**src/rtl/chain_score_reduce_if.sv**
```systemverilog
// Pair-in / group-result-out handshake bundle for chain_score_reduce.
// The slave side is the scoring unit; the master side is its producer/consumer.
interface chain_score_reduce_if #(
    parameter int unsigned W_COORD = 32,
    parameter int unsigned W_SCORE = 32,
    parameter int unsigned W_IDX   = 16
);
    logic                      in_valid;
    logic                      in_ready;
    logic                      in_last;
    logic [W_COORD-1:0]        riX;
    logic [W_COORD-1:0]        qiX;
    logic [W_COORD-1:0]        riY;
    logic [W_COORD-1:0]        qiY;
    logic [W_COORD-1:0]        w;
    logic signed [W_SCORE-1:0] pred_f;
    logic [W_IDX-1:0]          pred_idx;
    logic                      out_valid;
    logic                      out_ready;
    logic signed [W_SCORE-1:0] out_best;
    logic [W_IDX-1:0]          out_idx;
    logic                      out_hit;

    modport master (
        output in_valid, in_last, riX, qiX, riY, qiY, w, pred_f, pred_idx, out_ready,
        input  in_ready, out_valid, out_best, out_idx, out_hit
    );

    modport slave (
        input  in_valid, in_last, riX, qiX, riY, qiY, w, pred_f, pred_idx, out_ready,
        output in_ready, out_valid, out_best, out_idx, out_hit
    );
endinterface

```
**src/rtl/chain_score_reduce.sv**
```systemverilog
// Anchor-chaining score unit: five-stage candidate pipeline feeding a per-group
// max-reducer, with a single global stall driven by the held output.
module chain_score_reduce #(
    parameter int unsigned W_COORD    = 32,
    parameter int unsigned W_SCORE    = 32,
    parameter int unsigned W_IDX      = 16,
    parameter int unsigned GAP_COEF   = 38,
    parameter int unsigned COEF_FRAC  = 8,
    parameter int unsigned MAX_DIST_R = 5000,
    parameter int unsigned MAX_DIST_Q = 5000
) (
    input logic                 clk,
    input logic                 reset,
    chain_score_reduce_if.slave bus
);

    localparam int unsigned WCoef = (GAP_COEF < 2) ? 1 : $clog2(GAP_COEF + 1);
    localparam int unsigned WProd = W_COORD + WCoef;
    localparam int unsigned WLg   = (W_COORD > 1) ? $clog2(W_COORD) : 1;
    localparam int unsigned WBeta = WProd + 1;
    // Wide enough that pred_f + alpha - beta can never wrap before saturation.
    localparam int unsigned WCand = ((W_SCORE > WBeta) ? W_SCORE : WBeta) + 2;

    localparam logic signed [WCand-1:0] SatMax =
        {{(WCand - W_SCORE + 1){1'b0}}, {(W_SCORE - 1){1'b1}}};
    localparam logic signed [WCand-1:0] SatMin =
        {{(WCand - W_SCORE + 1){1'b1}}, {(W_SCORE - 1){1'b0}}};

    typedef struct packed {
        logic               v;
        logic               last;
        logic               elig;
        logic [W_IDX-1:0]   idx;
        logic [W_SCORE-1:0] pf;
        logic [W_COORD-1:0] w;
        logic [W_COORD-1:0] dr;
        logic [W_COORD-1:0] dq;
    } s1_t;

    typedef struct packed {
        logic               v;
        logic               last;
        logic               elig;
        logic [W_IDX-1:0]   idx;
        logic [W_SCORE-1:0] pf;
        logic [W_COORD-1:0] w;
        logic [W_COORD-1:0] dd;
        logic [W_COORD-1:0] alpha;
    } s2_t;

    typedef struct packed {
        logic               v;
        logic               last;
        logic               elig;
        logic [W_IDX-1:0]   idx;
        logic [W_SCORE-1:0] pf;
        logic [W_COORD-1:0] w;
        logic [W_COORD-1:0] alpha;
        logic               dd_zero;
        logic [WProd-1:0]   prod;
        logic [WLg-1:0]     lg;
    } s3_t;

    typedef struct packed {
        logic               v;
        logic               last;
        logic               elig;
        logic [W_IDX-1:0]   idx;
        logic [W_COORD-1:0] w;
        logic [W_SCORE-1:0] cand;
    } s4_t;

    typedef enum logic [1:0] {StIdle, StAcc, StHold} state_e;

    s1_t s1_d, s1_q;
    s2_t s2_d, s2_q;
    s3_t s3_d, s3_q;
    s4_t s4_d, s4_q;

    state_e                    state_d, state_q;
    logic signed [W_SCORE-1:0] best_d, best_q;
    logic [W_IDX-1:0]          bidx_d, bidx_q;
    logic                      bhit_d, bhit_q;
    logic signed [W_SCORE-1:0] obest_d, obest_q;
    logic [W_IDX-1:0]          oidx_d, oidx_q;
    logic                      ohit_d, ohit_q;

    logic en;

    assign bus.out_valid = (state_q == StHold);
    assign en            = !(bus.out_valid && !bus.out_ready);
    assign bus.in_ready  = en;
    assign bus.out_best  = obest_q;
    assign bus.out_idx   = oidx_q;
    assign bus.out_hit   = ohit_q;

    // S1: raw distances and screening.
    always_comb begin
        s1_d = s1_q;
        if (en) begin
            s1_d.v    = bus.in_valid;
            s1_d.last = bus.in_last;
            s1_d.idx  = bus.pred_idx;
            s1_d.pf   = bus.pred_f;
            s1_d.w    = bus.w;
            s1_d.dr   = bus.riX - bus.riY;
            s1_d.dq   = bus.qiX - bus.qiY;
            s1_d.elig = (bus.riX > bus.riY) && (bus.qiX > bus.qiY) &&
                        (s1_d.dr <= W_COORD'(MAX_DIST_R)) &&
                        (s1_d.dq <= W_COORD'(MAX_DIST_Q));
        end
    end

    // S2: diagonal difference and alpha.
    always_comb begin
        logic [W_COORD-1:0] mn;
        s2_d = s2_q;
        mn   = (s1_q.dr < s1_q.dq) ? s1_q.dr : s1_q.dq;
        if (en) begin
            s2_d.v     = s1_q.v;
            s2_d.last  = s1_q.last;
            s2_d.elig  = s1_q.elig;
            s2_d.idx   = s1_q.idx;
            s2_d.pf    = s1_q.pf;
            s2_d.w     = s1_q.w;
            s2_d.dd    = (s1_q.dr >= s1_q.dq) ? (s1_q.dr - s1_q.dq) : (s1_q.dq - s1_q.dr);
            s2_d.alpha = (mn < s1_q.w) ? mn : s1_q.w;
        end
    end

    // S3: full-width gap product and floor(log2(dd)).
    always_comb begin
        logic [WLg-1:0] lg;
        s3_d = s3_q;
        lg   = '0;
        for (int i = 0; i < int'(W_COORD); i++) begin
            if (s2_q.dd[i]) lg = WLg'(i);
        end
        if (en) begin
            s3_d.v       = s2_q.v;
            s3_d.last    = s2_q.last;
            s3_d.elig    = s2_q.elig;
            s3_d.idx     = s2_q.idx;
            s3_d.pf      = s2_q.pf;
            s3_d.w       = s2_q.w;
            s3_d.alpha   = s2_q.alpha;
            s3_d.dd_zero = (s2_q.dd == '0);
            s3_d.prod    = WProd'(s2_q.dd) * WProd'(GAP_COEF);
            s3_d.lg      = lg;
        end
    end

    // S4: beta and saturated candidate.
    always_comb begin
        logic [WBeta-1:0]        beta;
        logic signed [WCand-1:0] cw;
        s4_d = s4_q;
        beta = s3_q.dd_zero ? '0 :
               (WBeta'(s3_q.prod >> COEF_FRAC) + WBeta'(s3_q.lg >> 1));
        cw   = WCand'($signed(s3_q.pf))
             + $signed({{(WCand - W_COORD){1'b0}}, s3_q.alpha})
             - $signed({{(WCand - WBeta){1'b0}}, beta});
        if (en) begin
            s4_d.v    = s3_q.v;
            s4_d.last = s3_q.last;
            s4_d.elig = s3_q.elig;
            s4_d.idx  = s3_q.idx;
            s4_d.w    = s3_q.w;
            if (cw > SatMax)      s4_d.cand = SatMax[W_SCORE-1:0];
            else if (cw < SatMin) s4_d.cand = SatMin[W_SCORE-1:0];
            else                  s4_d.cand = cw[W_SCORE-1:0];
        end
    end

    // S5: group reducer. Anything other than an open group starts from a fresh seed.
    always_comb begin
        logic                      fresh;
        logic                      upd;
        logic signed [W_SCORE-1:0] base_best;
        logic [W_IDX-1:0]          base_idx;
        logic                      base_hit;
        logic signed [W_SCORE-1:0] new_best;
        logic [W_IDX-1:0]          new_idx;
        logic                      new_hit;

        state_d = state_q;
        best_d  = best_q;
        bidx_d  = bidx_q;
        bhit_d  = bhit_q;
        obest_d = obest_q;
        oidx_d  = oidx_q;
        ohit_d  = ohit_q;

        fresh     = (state_q != StAcc);
        base_best = fresh ? $signed(W_SCORE'(s4_q.w)) : best_q;
        base_idx  = fresh ? '1 : bidx_q;
        base_hit  = fresh ? 1'b0 : bhit_q;
        upd       = s4_q.elig && ($signed(s4_q.cand) > base_best);
        new_best  = upd ? $signed(s4_q.cand) : base_best;
        new_idx   = upd ? s4_q.idx : base_idx;
        new_hit   = upd | base_hit;

        if (en) begin
            // en high while holding means out_ready accepted the result this cycle.
            if (state_q == StHold) state_d = StIdle;
            if (s4_q.v) begin
                if (s4_q.last) begin
                    obest_d = new_best;
                    oidx_d  = new_idx;
                    ohit_d  = new_hit;
                    state_d = StHold;
                end else begin
                    best_d  = new_best;
                    bidx_d  = new_idx;
                    bhit_d  = new_hit;
                    state_d = StAcc;
                end
            end
        end
    end

    always_ff @(posedge clk or negedge reset) begin
        if (!reset) begin
            s1_q    <= '0;
            s2_q    <= '0;
            s3_q    <= '0;
            s4_q    <= '0;
            state_q <= StIdle;
            best_q  <= '0;
            bidx_q  <= '0;
            bhit_q  <= 1'b0;
            obest_q <= '0;
            oidx_q  <= '0;
            ohit_q  <= 1'b0;
        end else begin
            s1_q    <= s1_d;
            s2_q    <= s2_d;
            s3_q    <= s3_d;
            s4_q    <= s4_d;
            state_q <= state_d;
            best_q  <= best_d;
            bidx_q  <= bidx_d;
            bhit_q  <= bhit_d;
            obest_q <= obest_d;
            oidx_q  <= oidx_d;
            ohit_q  <= ohit_d;
        end
    end

endmodule

```
**src/flat_wrapper.sv**
```systemverilog
// flat-port wrapper written by rule: the top's interface ports become plain ports
module chain_score_reduce_flat 
#(
    parameter int unsigned W_COORD    = 32,
    parameter int unsigned W_SCORE    = 32,
    parameter int unsigned W_IDX      = 16,
    parameter int unsigned GAP_COEF   = 38,
    parameter int unsigned COEF_FRAC  = 8,
    parameter int unsigned MAX_DIST_R = 5000,
    parameter int unsigned MAX_DIST_Q = 5000
)
  (clk, reset, bus_in_valid, bus_in_last, bus_riX, bus_qiX, bus_riY, bus_qiY, bus_w, bus_pred_f, bus_pred_idx, bus_out_ready, bus_in_ready, bus_out_valid, bus_out_best, bus_out_idx, bus_out_hit);
  chain_score_reduce_if #(.W_COORD(W_COORD), .W_SCORE(W_SCORE), .W_IDX(W_IDX)) bus_i ();
  input logic clk;
  input logic reset;
  input wire logic [$bits(bus_i.in_valid)-1:0] bus_in_valid;
  input wire logic [$bits(bus_i.in_last)-1:0] bus_in_last;
  input wire logic [$bits(bus_i.riX)-1:0] bus_riX;
  input wire logic [$bits(bus_i.qiX)-1:0] bus_qiX;
  input wire logic [$bits(bus_i.riY)-1:0] bus_riY;
  input wire logic [$bits(bus_i.qiY)-1:0] bus_qiY;
  input wire logic [$bits(bus_i.w)-1:0] bus_w;
  input wire logic [$bits(bus_i.pred_f)-1:0] bus_pred_f;
  input wire logic [$bits(bus_i.pred_idx)-1:0] bus_pred_idx;
  input wire logic [$bits(bus_i.out_ready)-1:0] bus_out_ready;
  output wire logic [$bits(bus_i.in_ready)-1:0] bus_in_ready;
  output wire logic [$bits(bus_i.out_valid)-1:0] bus_out_valid;
  output wire logic [$bits(bus_i.out_best)-1:0] bus_out_best;
  output wire logic [$bits(bus_i.out_idx)-1:0] bus_out_idx;
  output wire logic [$bits(bus_i.out_hit)-1:0] bus_out_hit;
  assign bus_i.in_valid = bus_in_valid;
  assign bus_i.in_last = bus_in_last;
  assign bus_i.riX = bus_riX;
  assign bus_i.qiX = bus_qiX;
  assign bus_i.riY = bus_riY;
  assign bus_i.qiY = bus_qiY;
  assign bus_i.w = bus_w;
  assign bus_i.pred_f = bus_pred_f;
  assign bus_i.pred_idx = bus_pred_idx;
  assign bus_i.out_ready = bus_out_ready;
  assign bus_in_ready = bus_i.in_ready;
  assign bus_out_valid = bus_i.out_valid;
  assign bus_out_best = bus_i.out_best;
  assign bus_out_idx = bus_i.out_idx;
  assign bus_out_hit = bus_i.out_hit;
  chain_score_reduce #(.W_COORD(W_COORD), .W_SCORE(W_SCORE), .W_IDX(W_IDX), .GAP_COEF(GAP_COEF), .COEF_FRAC(COEF_FRAC), .MAX_DIST_R(MAX_DIST_R), .MAX_DIST_Q(MAX_DIST_Q)) u_core (.clk(clk), .reset(reset), .bus(bus_i));
endmodule
```
**config.mk**
```make
export PLATFORM = sky130hd
export DESIGN_NAME = chain_score_reduce_flat
export DESIGN_NICKNAME = d
export VERILOG_FILES = /design/src/rtl/chain_score_reduce_if.sv /design/src/rtl/chain_score_reduce.sv /design/src/flat_wrapper.sv
export SDC_FILE = /design/constraint.sdc
export NUM_CORES = 2
export LEC_CHECK = 0
export BUFFER_PORTS_ARGS = -buffer_cell sky130_fd_sc_hd__buf_2
export CORE_ASPECT_RATIO = 1.4
export CORE_MARGIN = 2
export CORE_UTILIZATION = 58
export CTS_BUF_LIST = sky130_fd_sc_hd__clkbuf_16
export CTS_CLUSTER_SIZE = 14
export DETAILED_ROUTE_END_ITERATION = 10
export GPL_ROUTABILITY_DRIVEN = 0
export PLACE_DENSITY = 0.77
export SYNTH_ARGS = -nofsm -noshare
export SYNTH_HDL_FRONTEND = slang
export SYNTH_SLANG_ARGS = --single-unit
```
**constraint.sdc**
```tcl
create_clock -name clk -period 12.3 [get_ports clk]
set_input_delay 1.845 -clock clk [delete_from_list [all_inputs] [get_ports clk]]
set_output_delay 1.845 -clock clk [all_outputs]
set_load 0.05 [all_outputs]
```
==> impl_metrics.env <==
export IMPL_endpoint_kind="flop"
export IMPL_start_util_pct=58.5
export IMPL_syn_inst=4781
export IMPL_fin_nets=5495
export IMPL_cpMostUsedCell="a21o_1"
export IMPL_drive_gt1_share_pct=9.46
export IMPL_vias=33910
export IMPL_drc_errors=0
export IMPL_maxSlewHeadroom_pct=24.1
export IMPL_wire_per_inst_um=18.2
export IMPL_fin_skew_ps=31.7
export IMPL_status="finished, final reports clean"
export IMPL_drt_iter0_drc=2947
export IMPL_area_growth_syn_to_layout_pct=9.38
export IMPL_cts_repair_resized=0
export IMPL_die_h_um=316
export IMPL_post_route_min_period_ps=6230
export IMPL_period_share_pct=50.6
export IMPL_synth_warning_count=0
export IMPL_antenna_found_initial=0
export IMPL_syn_area_per_cell_um2=8.44
export IMPL_grt_total_usage_pct=29.8
export IMPL_fp_dieW_um=227
export IMPL_grt_max_degree=209
export IMPL_cts_buffers=59
export IMPL_fp_row_count=114
export IMPL_clock_latency_ps=650
export IMPL_critPathArrivalTime_ps=6780
export IMPL_vias_per_cell=5.75
export IMPL_synth_area_mm2=0.0404
export IMPL_clk_pin_slew_ps=60
export IMPL_max_stage_delay_ps=850
export IMPL_fin_tns_setup_ps=0
export IMPL_htree_num_levels=2
export IMPL_cp_start_kind="flop"
export IMPL_setup_viol=0
export IMPL_wl_mm=107
export IMPL_core_area_mm2=0.0690
export IMPL_cts_hold_buf=0
export IMPL_cp_required_ps=12850
export IMPL_max_freq_mhz=161
export IMPL_grt_pass1_wl_mm=169
export IMPL_hold_viol_final=0
export IMPL_synth_flop_cell="dfrtp_1"
export IMPL_syn_num_nets=5354
export IMPL_ys_seq_elements=627
export IMPL_cts_max_path_buffers=3
export IMPL_cts_tree="built"
export IMPL_synthArstFlopShare_pct=100
export IMPL_finalMaxSlewViolations=0
export IMPL_first_global_vias=32337
export IMPL_post_cts_buffers=0
export IMPL_holdCritPathClass="reg2reg"
export IMPL_cts_root_buffer="clkbuf_16"
export IMPL_first_pass_iters=6
export IMPL_slowest_stage="nor2_2"
export IMPL_top_level_ports=264
export IMPL_crit_type="reg2reg"
export IMPL_rsz0062_at_grt="no"
export IMPL_tightest_slew_ps=1140
export IMPL_ys_types=93
export IMPL_dp_hpwl_mm=81.0
export IMPL_synth_edf_count=0
export IMPL_crit_path_cell_trace="ha_1 -> nand2_1 -> nor3_1 -> o2111ai_1 -> a21boi_0 -> o21ai_0 -> a21oi_1 -> o21ai_0 -> a21oi_1 -> xor2_1 -> ha_1 -> a21o_1 -> a21o_1 -> a21o_1 -> a2111oi_0 -> nor2_1 -> a31oi_1 -> o21ai_0 -> a21o_1 -> nor2_2 -> a221o_1"
export IMPL_grt_overflow=0
export IMPL_yosysSeqAreaShare_pct=38.9
export IMPL_port_buffers=263
export IMPL_die_area_mm2=0.0718
export IMPL_clock_sinks=627
export IMPL_cp_max_fo=29
export IMPL_postRouteAntennaNets=0
export IMPL_max_cap_violations=0
export IMPL_fillCellCount=6006
## cell usage in the layout, fill, tap and decap left out, types with 44 or more instances in the layout
master     synthesis  routed
buf_2             22     262
xnor2_1          107     107
clkbuf_16          0      60
nand2b_1          47      47
nand2_1         1206    1206
o21ai_1           44      44
dfrtp_1          627     627
nor3_1            53      53
nor2_1           171     170
inv_1            402     409
nand3_1           58      57
mux2i_1           96      96
a21o_1           112     112
xor2_1            53      53
a21oi_1          260     260
o21ai_0          343     343
ha_1             326     326
## routing by layer
metal	track usage [%]	vias up	share of wire (%)
li1	-	16549	-
met1	35.9	16075	40
met2	51.6	999	49
met3	2.94	287	4.1
met5	0	-	0
met4	17.9	0	7.0
## critical path, delay by kind of cell, from the launching register on
kind            cells  cell delay (ps)
compound gates     14             3290
flops               1              450
simple gates        4             1360
fa+ha+maj           2              720
xor+xnor            1              280
## cell type report
type	instances	area, um2	area share (%)
multi-input combinational	3546	22400	50.6
inverter	403	1520	3.44
antenna	2	5.00	0.0113
clock inverter	49	397	0.898
timing repair buffer	285	1530	3.46
clock buffer	60	1500	3.40
tap	928	1160	2.63
sequential	627	15700	35.5
## cells in the mapped netlist (58+ instances only)
library cell  number  area share (%)
a21o_1           112             2.1
a21oi_1          260             3.2
clkbuf_1         171             1.6
dfrtp_1          627              39
ha_1             326              10
inv_1            402             3.7
mux2i_1           96             2.4
nand2_1         1206              11
nand3_1           58            0.72
nor2_1           171             1.6
o21ai_0          343             4.3
xnor2_1          107             2.3
## final timing paths
path	slack, ps	end	start	depth (start not counted)
min in group asynchronous	1150	u_core.bus.out_idx[10]	reset	1
max	6070	u_core.s4_q[8]	u_core.s3_q[122]	21
max reg2reg	6070	u_core.s4_q[8]	u_core.s3_q[122]	21
min	460	u_core.s1_q[133]	u_core.s1_q[133]	2
min reg2reg	460	u_core.s1_q[133]	u_core.s1_q[133]	2
max in group asynchronous	9010	u_core.s3_q[49]	reset	3
## through the flow
step	util [%]	worst slack, ps	hold WS, ps	cell area [um2]	instances
floorplan	-	7020	435	40400	4781
global placement	61.2	6300	449	42300	5789
detailed placement	61.2	6210	453	42300	5789
CTS	64.0	6170	463	44200	5898
global route	64.0	5570	485	44200	5898
finish	64.0	6070	465	44200	5900
## state kept, by name, indices dropped and copies added, names as in the netlist, 2 cells and up
name                 cells
u_core.s3_q            150
u_core.s1_q            147
u_core.s2_q            147
u_core.s4_q             83
u_core.best_q           32
u_core.bus.out_best     32
u_core.bidx_q           16
u_core.bus.out_idx      16
u_core.state_q           2
## kinds of logic after synthesis
family,count (synthesis),share of synthesized area (%)
multiplexers,137,3.52
AO/OA/AOI/OAI,1109,17.6
flip-flops,627,38.9
AND/OR/NAND/NOR,1780,18.9
XOR/XNOR,160,3.47
buffers and inverters,608,5.87
adder cells (fa/ha/maj),360,11.8
Power is not shown: default switching activity piles up to over one toggle a cycle in this logic, so the estimate is an artifact.
